## config.mk

```make
export PLATFORM = sky130hd
export DESIGN_NAME = sh7034_mac_seq
export DESIGN_NICKNAME = d
export VERILOG_FILES = /design/src/rtl/sh7034_mac_seq_pkg.sv /design/src/rtl/sh7034_mac_seq.sv
export SDC_FILE = /design/constraint.sdc
export NUM_CORES = 1
export LEC_CHECK = 0
export CORE_ASPECT_RATIO = 1.2
export CORE_UTILIZATION = 35
export CTS_CLUSTER_SIZE = 40
export DETAILED_ROUTE_END_ITERATION = 16
export SYNTH_ARGS = -nofsm -noshare
export SYNTH_HDL_FRONTEND = slang
export SYNTH_SLANG_ARGS = --single-unit
```

## constraint.sdc

```tcl
create_clock -name CLK -period 5.26 [get_ports CLK]
set_input_delay 0.526 -clock CLK [delete_from_list [all_inputs] [get_ports CLK]]
set_output_delay 0.526 -clock CLK [all_outputs]
set_load 0.02 [all_outputs]
```

## src/rtl/sh7034_mac_seq_pkg.sv

```systemverilog
// Shared SH7034 MAC definitions: opcode encodings, sequencer state type and
// the word byte-lane helper used for 16-bit operand fetches.
package sh7034_mac_seq_pkg;

  localparam logic [3:0] MACOP_LDS_R = 4'b0100;
  localparam logic [3:0] MACOP_LDS_M = 4'b1000;
  localparam logic [3:0] MACOP_MULU  = 4'b0110;
  localparam logic [3:0] MACOP_MULS  = 4'b0111;
  localparam logic [3:0] MACOP_MACW  = 4'b1011;
  localparam logic [3:0] MACOP_CLR   = 4'b1111;

  typedef enum logic [2:0] {
    S_IDLE = 3'd0,
    S_RD1  = 3'd1,
    S_WR1  = 3'd2,
    S_RD2  = 3'd3,
    S_WR2  = 3'd4,
    S_WAIT = 3'd5
  } mac_seq_state_t;

  // Big-endian word lanes: the upper half of the longword sits at offset 0.
  function automatic logic [3:0] word_ba(input logic a1);
    return a1 ? 4'b0011 : 4'b1100;
  endfunction

  function automatic logic is_mac_op(input logic [3:0] op);
    return (op == MACOP_LDS_R) || (op == MACOP_LDS_M) || (op == MACOP_MULU) ||
           (op == MACOP_MULS)  || (op == MACOP_MACW)  || (op == MACOP_CLR);
  endfunction

endpackage

```

## src/rtl/sh7034_mac_seq.sv

```systemverilog
// MAC-operation sequencer: turns MAC-class instructions into operand fetches
// and single-cycle MAC unit write commands, reporting post-increments and busy.
//
// state  | meaning
// IDLE   | ready for an instruction; LDS Rm / CLRMAC / MUL issue from here
// RD1    | MAC.W first operand read at Rn
// WR1    | load MA with the first operand, post-increment Rn
// RD2    | MAC.W second operand (Rm or Rn+2), or LDS @Rm+ longword read
// WR2    | load MB and launch MAC.W, or write MACx for LDS @Rm+; increment Rm
// WAIT   | one cycle for the MAC unit result to settle
module sh7034_mac_seq
  import sh7034_mac_seq_pkg::*;
#(
  parameter int ADDR_W = 28
) (
  input  logic              CLK,
  input  logic              RST,
  input  logic              CE_R,
  input  logic              ID_VALID,
  input  logic [3:0]        ID_OP,
  input  logic [1:0]        ID_SEL,
  input  logic [31:0]       ID_RM,
  input  logic [31:0]       ID_RN,
  input  logic              ID_SAME,
  input  logic              ID_S,
  output logic              ID_READY,
  output logic [ADDR_W-1:0] MEM_A,
  output logic [3:0]        MEM_BA,
  output logic              MEM_REQ,
  input  logic              MEM_ACK,
  input  logic [31:0]       MEM_DI,
  output logic [ADDR_W-1:0] MAC_A,
  output logic [31:0]       MAC_DI,
  output logic [1:0]        MAC_SEL,
  output logic [3:0]        MAC_OP,
  output logic              MAC_S,
  output logic              MAC_WE,
  output logic              RM_INC,
  output logic              RN_INC,
  output logic              INC_LONG,
  output logic              MAC_BUSY
);

  localparam logic [ADDR_W-1:0] ALIGN_MASK = {{(ADDR_W-1){1'b1}}, 1'b0};
  localparam logic [ADDR_W-1:0] WORD_STEP  = {{(ADDR_W-2){1'b0}}, 2'b10};

  mac_seq_state_t    state;
  logic [3:0]        op_q;
  logic [1:0]        sel_q;
  logic              s_q;
  logic              same_q;
  logic [ADDR_W-1:0] rm_q;
  logic [ADDR_W-1:0] rn_q;
  logic [ADDR_W-1:0] rd2_addr;
  logic              unused_rn_hi;

  assign unused_rn_hi = ^ID_RN[31:ADDR_W];

  // Second MAC.W operand: Rn+2 when both operands come from the same register.
  assign rd2_addr = (same_q ? (rn_q + WORD_STEP) : rm_q) & ALIGN_MASK;

  // Accept only known opcodes, only from IDLE, and never while reset is held.
  assign ID_READY = !RST && (state == S_IDLE) && ID_VALID && is_mac_op(ID_OP);
  assign MAC_BUSY = (state != S_IDLE);

  // Sequencer state, latched instruction fields and registered outputs.
  always_ff @(posedge CLK or posedge RST) begin
    if (RST) begin
      state    <= S_IDLE;
      op_q     <= '0;
      sel_q    <= '0;
      s_q      <= 1'b0;
      same_q   <= 1'b0;
      rm_q     <= '0;
      rn_q     <= '0;
      MEM_A    <= '0;
      MEM_BA   <= '0;
      MEM_REQ  <= 1'b0;
      MAC_A    <= '0;
      MAC_DI   <= '0;
      MAC_SEL  <= '0;
      MAC_OP   <= '0;
      MAC_S    <= 1'b0;
      MAC_WE   <= 1'b0;
      RM_INC   <= 1'b0;
      RN_INC   <= 1'b0;
      INC_LONG <= 1'b0;
    end else if (CE_R) begin
      MAC_WE   <= 1'b0;
      MAC_SEL  <= '0;
      MAC_OP   <= '0;
      MAC_DI   <= '0;
      MAC_A    <= '0;
      MAC_S    <= 1'b0;
      RM_INC   <= 1'b0;
      RN_INC   <= 1'b0;
      INC_LONG <= 1'b0;
      case (state)
        S_IDLE: begin
          if (ID_READY) begin
            op_q   <= ID_OP;
            sel_q  <= ID_SEL;
            s_q    <= ID_S;
            same_q <= ID_SAME;
            rm_q   <= ID_RM[ADDR_W-1:0];
            rn_q   <= ID_RN[ADDR_W-1:0];
            case (ID_OP)
              MACOP_LDS_R, MACOP_CLR: begin
                MAC_WE  <= 1'b1;
                MAC_OP  <= ID_OP;
                MAC_SEL <= ID_SEL;
                MAC_DI  <= ID_RM;
              end
              MACOP_MULU, MACOP_MULS: begin
                MAC_WE  <= 1'b1;
                MAC_OP  <= ID_OP;
                MAC_SEL <= 2'b10;
                MAC_DI  <= {ID_RN[15:0], ID_RM[15:0]};
                state   <= S_WAIT;
              end
              MACOP_LDS_M: begin
                MEM_REQ <= 1'b1;
                MEM_A   <= ID_RM[ADDR_W-1:0] & ALIGN_MASK;
                MEM_BA  <= 4'b1111;
                state   <= S_RD2;
              end
              MACOP_MACW: begin
                MEM_REQ <= 1'b1;
                MEM_A   <= ID_RN[ADDR_W-1:0] & ALIGN_MASK;
                MEM_BA  <= word_ba(ID_RN[1]);
                state   <= S_RD1;
              end
              default: ;
            endcase
          end
        end
        S_RD1: begin
          if (MEM_ACK) begin
            MEM_REQ <= 1'b0;
            MAC_WE  <= 1'b1;
            MAC_OP  <= op_q;
            MAC_SEL <= 2'b01;
            MAC_DI  <= MEM_DI;
            MAC_A   <= MEM_A;
            RN_INC  <= 1'b1;
            state   <= S_WR1;
          end
        end
        S_WR1: begin
          MEM_REQ <= 1'b1;
          MEM_A   <= rd2_addr;
          MEM_BA  <= word_ba(rd2_addr[1]);
          state   <= S_RD2;
        end
        S_RD2: begin
          if (MEM_ACK) begin
            MEM_REQ <= 1'b0;
            MAC_WE  <= 1'b1;
            MAC_OP  <= op_q;
            MAC_DI  <= MEM_DI;
            MAC_A   <= MEM_A;
            RM_INC  <= 1'b1;
            if (op_q == MACOP_MACW) begin
              MAC_SEL <= 2'b10;
              MAC_S   <= s_q;
            end else begin
              MAC_SEL  <= sel_q;
              INC_LONG <= 1'b1;
            end
            state <= S_WR2;
          end
        end
        S_WR2:   state <= (op_q == MACOP_MACW) ? S_WAIT : S_IDLE;
        S_WAIT:  state <= S_IDLE;
        default: state <= S_IDLE;
      endcase
    end
  end

endmodule
```

==> flow_summary.toml <==
[clocking]
clk_latency_ps = 420
cts_made_buffers = 17
clock-sinks = 165
cts_resized = 0
clock_path_buffers = 2
path_clk_slew_ps = 60
cts_tree = "built"
htreeDepth = 4
cts_root_buf = "clkbuf_16"
postCtsSetupBuffers = 0
ctsHoldBuffers = 0

[sta]
max_slew.worst_pin.slew_ps = 1120
layout_min_cycle_time_ps = 3230
tns_ps = 0
skew_ps = 7.01
final_hold_viol_count = 0
fin_crit_sh_pct = 61.4
fmax_mhz = 310
rsz0062_at_grt = "no"
drv_slew = 0
setup_violations = 0
relSlewSlack_pct = 25.1

[critical_path]
cp_max_fo = 13
cp-end-kind = "output port"
arrival_ps = 2700
slowest_delay_ps = 700
cp_slowest_cell = "clkdlybuf4s50_1"
worstPathCellList = "or3_4 > nand2b_4 > nor3_1 > clkdlybuf4s50_1"
start_kind = "flop"
required_ps = 4730
critPathKind = "flop to output port"

[power_and_ir_drop]
p_switching_mw = 2.03
p_leak_nw = 4.57
swShare_pct = 36.0
p_comb_share_pct = 36.6
powerDensity_nw_per_um2 = 503
sequentialPowerShare_pct = 38.2
pwr-share-clk_pct = 25.2
p_int_mw = 3.62
vdd_drop_max_mv = 0.239

[final_layout]
final_cell_mix = "207 x clkdlybuf4s50_1, 165 x dfrtp_1, 70 x o21ai_0, 60 x mux2_2, 59 x inv_1"
drive_gt1_share_pct = 11.6
layoutNonFillerInstCount = 1320
fillCellCount = 2135
final_common_cell = "clkdlybuf4s50_1"
nets = 1103
area_delta_synth_final_pct = 36.3

[logic_synthesis]
synth-simple-area-share_pct = 12.5
yosys_warnings = 0
synth.area.mux_share_pct = 11.8
yosys.cell_types.count = 61
synthArstFlopShare_pct = 100
synth_enable_flop_cells = 0
synthCells = 818
ys_seq_elements = 165
synthAdderAreaFrac_pct = 0.152
synth_top_family_by_area = "compound AO/OA/AOI/OAI gates"
avgSynthCellArea_sq_um = 10.1
synth_xor_area_share_pct = 2.23
synthFlopType = "dfrtp_1"
syn_area_sq_um = 8240
ys_seq_area_share_pct = 50.1
synth-compound-area-share_pct = 16.8

[grt]
gr-total-overflow = 0
grt_pass1_vias = 6538
antenna_found_initial = 1
track_usage_pct = 22.3
grt_pass1_wl_mm = 40.1
grt_max_degree = 107

[die]
num_io_pins = 215
placementRows = 61
die_width_um = 142
core_area_sq_um = 23100
die_h_um = 170
start_util_pct = 35.6
die_area_sq_um = 24200

[drt]
num_vias = 6857
wl_per_cell_um = 20.0
drt_iter0_markers = 454
drc = 0
drt-pass1-iter-count = 7
wl_mm = 26.4
ant_nets = 0
avgViaCountPerCell = 5.19

[outcome]
status = "finished clean"

[placement]
portBuffers = 208
place_inst = 1289
gp_congestion = 0.837
dp_hpwl_mm = 19.2

[worst_hold_path]
hold_path.class = "flop to flop"

[job]
max_cap_viol_count = 0
## cells by family (layout without fill, tap and decap cells)
kind of cell	after synthesis	after routing
flops	165	165
xor+xnor	21	21
simple gates	195	195
buf+inv	126	311
compound gates	220	220
other cells	1	3
fa+ha+maj	1	1
mux	89	89
## critical path: cells and delay by family (launching register included)
| kind | cells | cell delay, ps |
|---|---|---|
| flip-flops | 1 | 540 |
| buffers and inverters | 1 | 700 |
| AND/OR/NAND/NOR | 3 | 1030 |
## synth_stat cells, types with 2 or more instances
| master | number | area [sq um] |
|---|---|---|
| o21ai_0 | 70 | 350 |
| xor2_1 | 9 | 78.8 |
| o21a_1 | 4 | 30.0 |
| a31oi_1 | 6 | 37.5 |
| buf_1 | 3 | 11.3 |
| o31ai_1 | 4 | 30.0 |
| o22a_1 | 2 | 17.5 |
| a211o_1 | 2 | 17.5 |
| nand2b_1 | 5 | 31.3 |
| a22oi_1 | 35 | 263 |
| nor2b_1 | 22 | 138 |
| a21oi_1 | 39 | 195 |
| nor3_1 | 22 | 110 |
| and2_1 | 3 | 18.8 |
| a2111oi_0 | 2 | 17.5 |
| buf_4 | 10 | 75.1 |
| mux2_2 | 60 | 676 |
| nor4_1 | 4 | 25.0 |
| nand2_1 | 44 | 165 |
| buf_2 | 14 | 70.1 |
| nand4b_1 | 2 | 17.5 |
| mux2i_1 | 24 | 240 |
| a221o_1 | 8 | 80.1 |
| clkbuf_1 | 38 | 143 |
| a221oi_1 | 2 | 17.5 |
| nor4_2 | 3 | 37.5 |
| nand3_1 | 32 | 160 |
| and3_1 | 4 | 25.0 |
| dfrtp_1 | 165 | 4130 |
| nand4_1 | 7 | 43.8 |
| or3_1 | 7 | 43.8 |
| xnor2_1 | 12 | 105 |
| mux2_1 | 5 | 56.3 |
| o21ai_1 | 2 | 10.0 |
| nor2_1 | 31 | 116 |
| inv_1 | 60 | 225 |
| a211oi_1 | 8 | 60.1 |
| o22ai_1 | 25 | 156 |
## registers in the layout (all words and copies together), names as in the netlist
register / cells
INC_LONG: 1
MAC_A: 27
MAC_DI: 32
MAC_OP: 4
MAC_S: 1
MAC_SEL: 2
MAC_WE: 1
MEM_A: 27
MEM_BA: 2
MEM_REQ: 1
RM_INC: 1
RN_INC: 1
op_q: 4
rm_q: 27
rn_q: 27
s_q: 1
same_q: 1
sel_q: 2
state: 3
## power by group through the flow
stage / Clock [mW] / Sequential, mW / Combinational, mW
after floorplan: 0 / 2.27 / 1.03
after CTS: 1.45 / 2.15 / 2.08
after detailed placement: 0 / 2.17 / 2.07
final: 1.43 / 2.16 / 2.07
after global routing: 1.50 / 2.22 / 2.24
after global placement: 0 / 2.16 / 2.04
## per-stage QoR
step | setup WS [ps] | power (mW) | hold WS (ps) | area [sq um] | utilization, %
6_report | 2030 | 5.65 | 489 | 11200 | 48.6
3_3_place_gp | 1890 | 4.20 | 463 | 10600 | 45.7
2_1_floorplan | 272 | 3.30 | 452 | 8250 | -
5_1_grt | 1890 | 5.97 | 510 | 11200 | 48.6
4_1_cts | 2010 | 5.68 | 488 | 11200 | 48.6
3_5_place_dp | 1830 | 4.24 | 473 | 10600 | 45.7
## cell type report
cell class | count | area (sq um) | area share (%)
Tap cell | 315 | 394 | 3.51
Antenna cell | 1 | 2.50 | 0.0223
Sequential cell | 165 | 4130 | 36.7
Clock inverter | 9 | 200 | 1.78
Multi-Input combinational cell | 528 | 3630 | 32.3
Clock buffer | 21 | 460 | 4.10
Inverter | 61 | 234 | 2.08
Timing Repair Buffer | 220 | 2190 | 19.5
## final timing paths
check | from | to | cells past startpoint | slack [ps]
max reg2reg | state[2] | rn_q[18] | 5 | 2480
max | state[2] | ID_READY | 4 | 2030
min reg2reg | rm_q[4] | rm_q[4] | 1 | 490
max in group asynchronous | RST | MAC_DI[21] | 3 | 3660
min in group asynchronous | RST | MAC_OP[1] | 2 | 730
min | rm_q[4] | rm_q[4] | 1 | 490
## routing by layer
layer | share of wire, % | vias to the layer above | global-route usage [%]
met3 | 4.2 | 28 | 4.02
met4 | 2.4 | 0 | 8.27
met1 | 46 | 3372 | 30.9
met2 | 47 | 188 | 34.7
li1 | - | 3269 | -
met5 | 0 | - | 0
(Power assumes the default switching activity.)
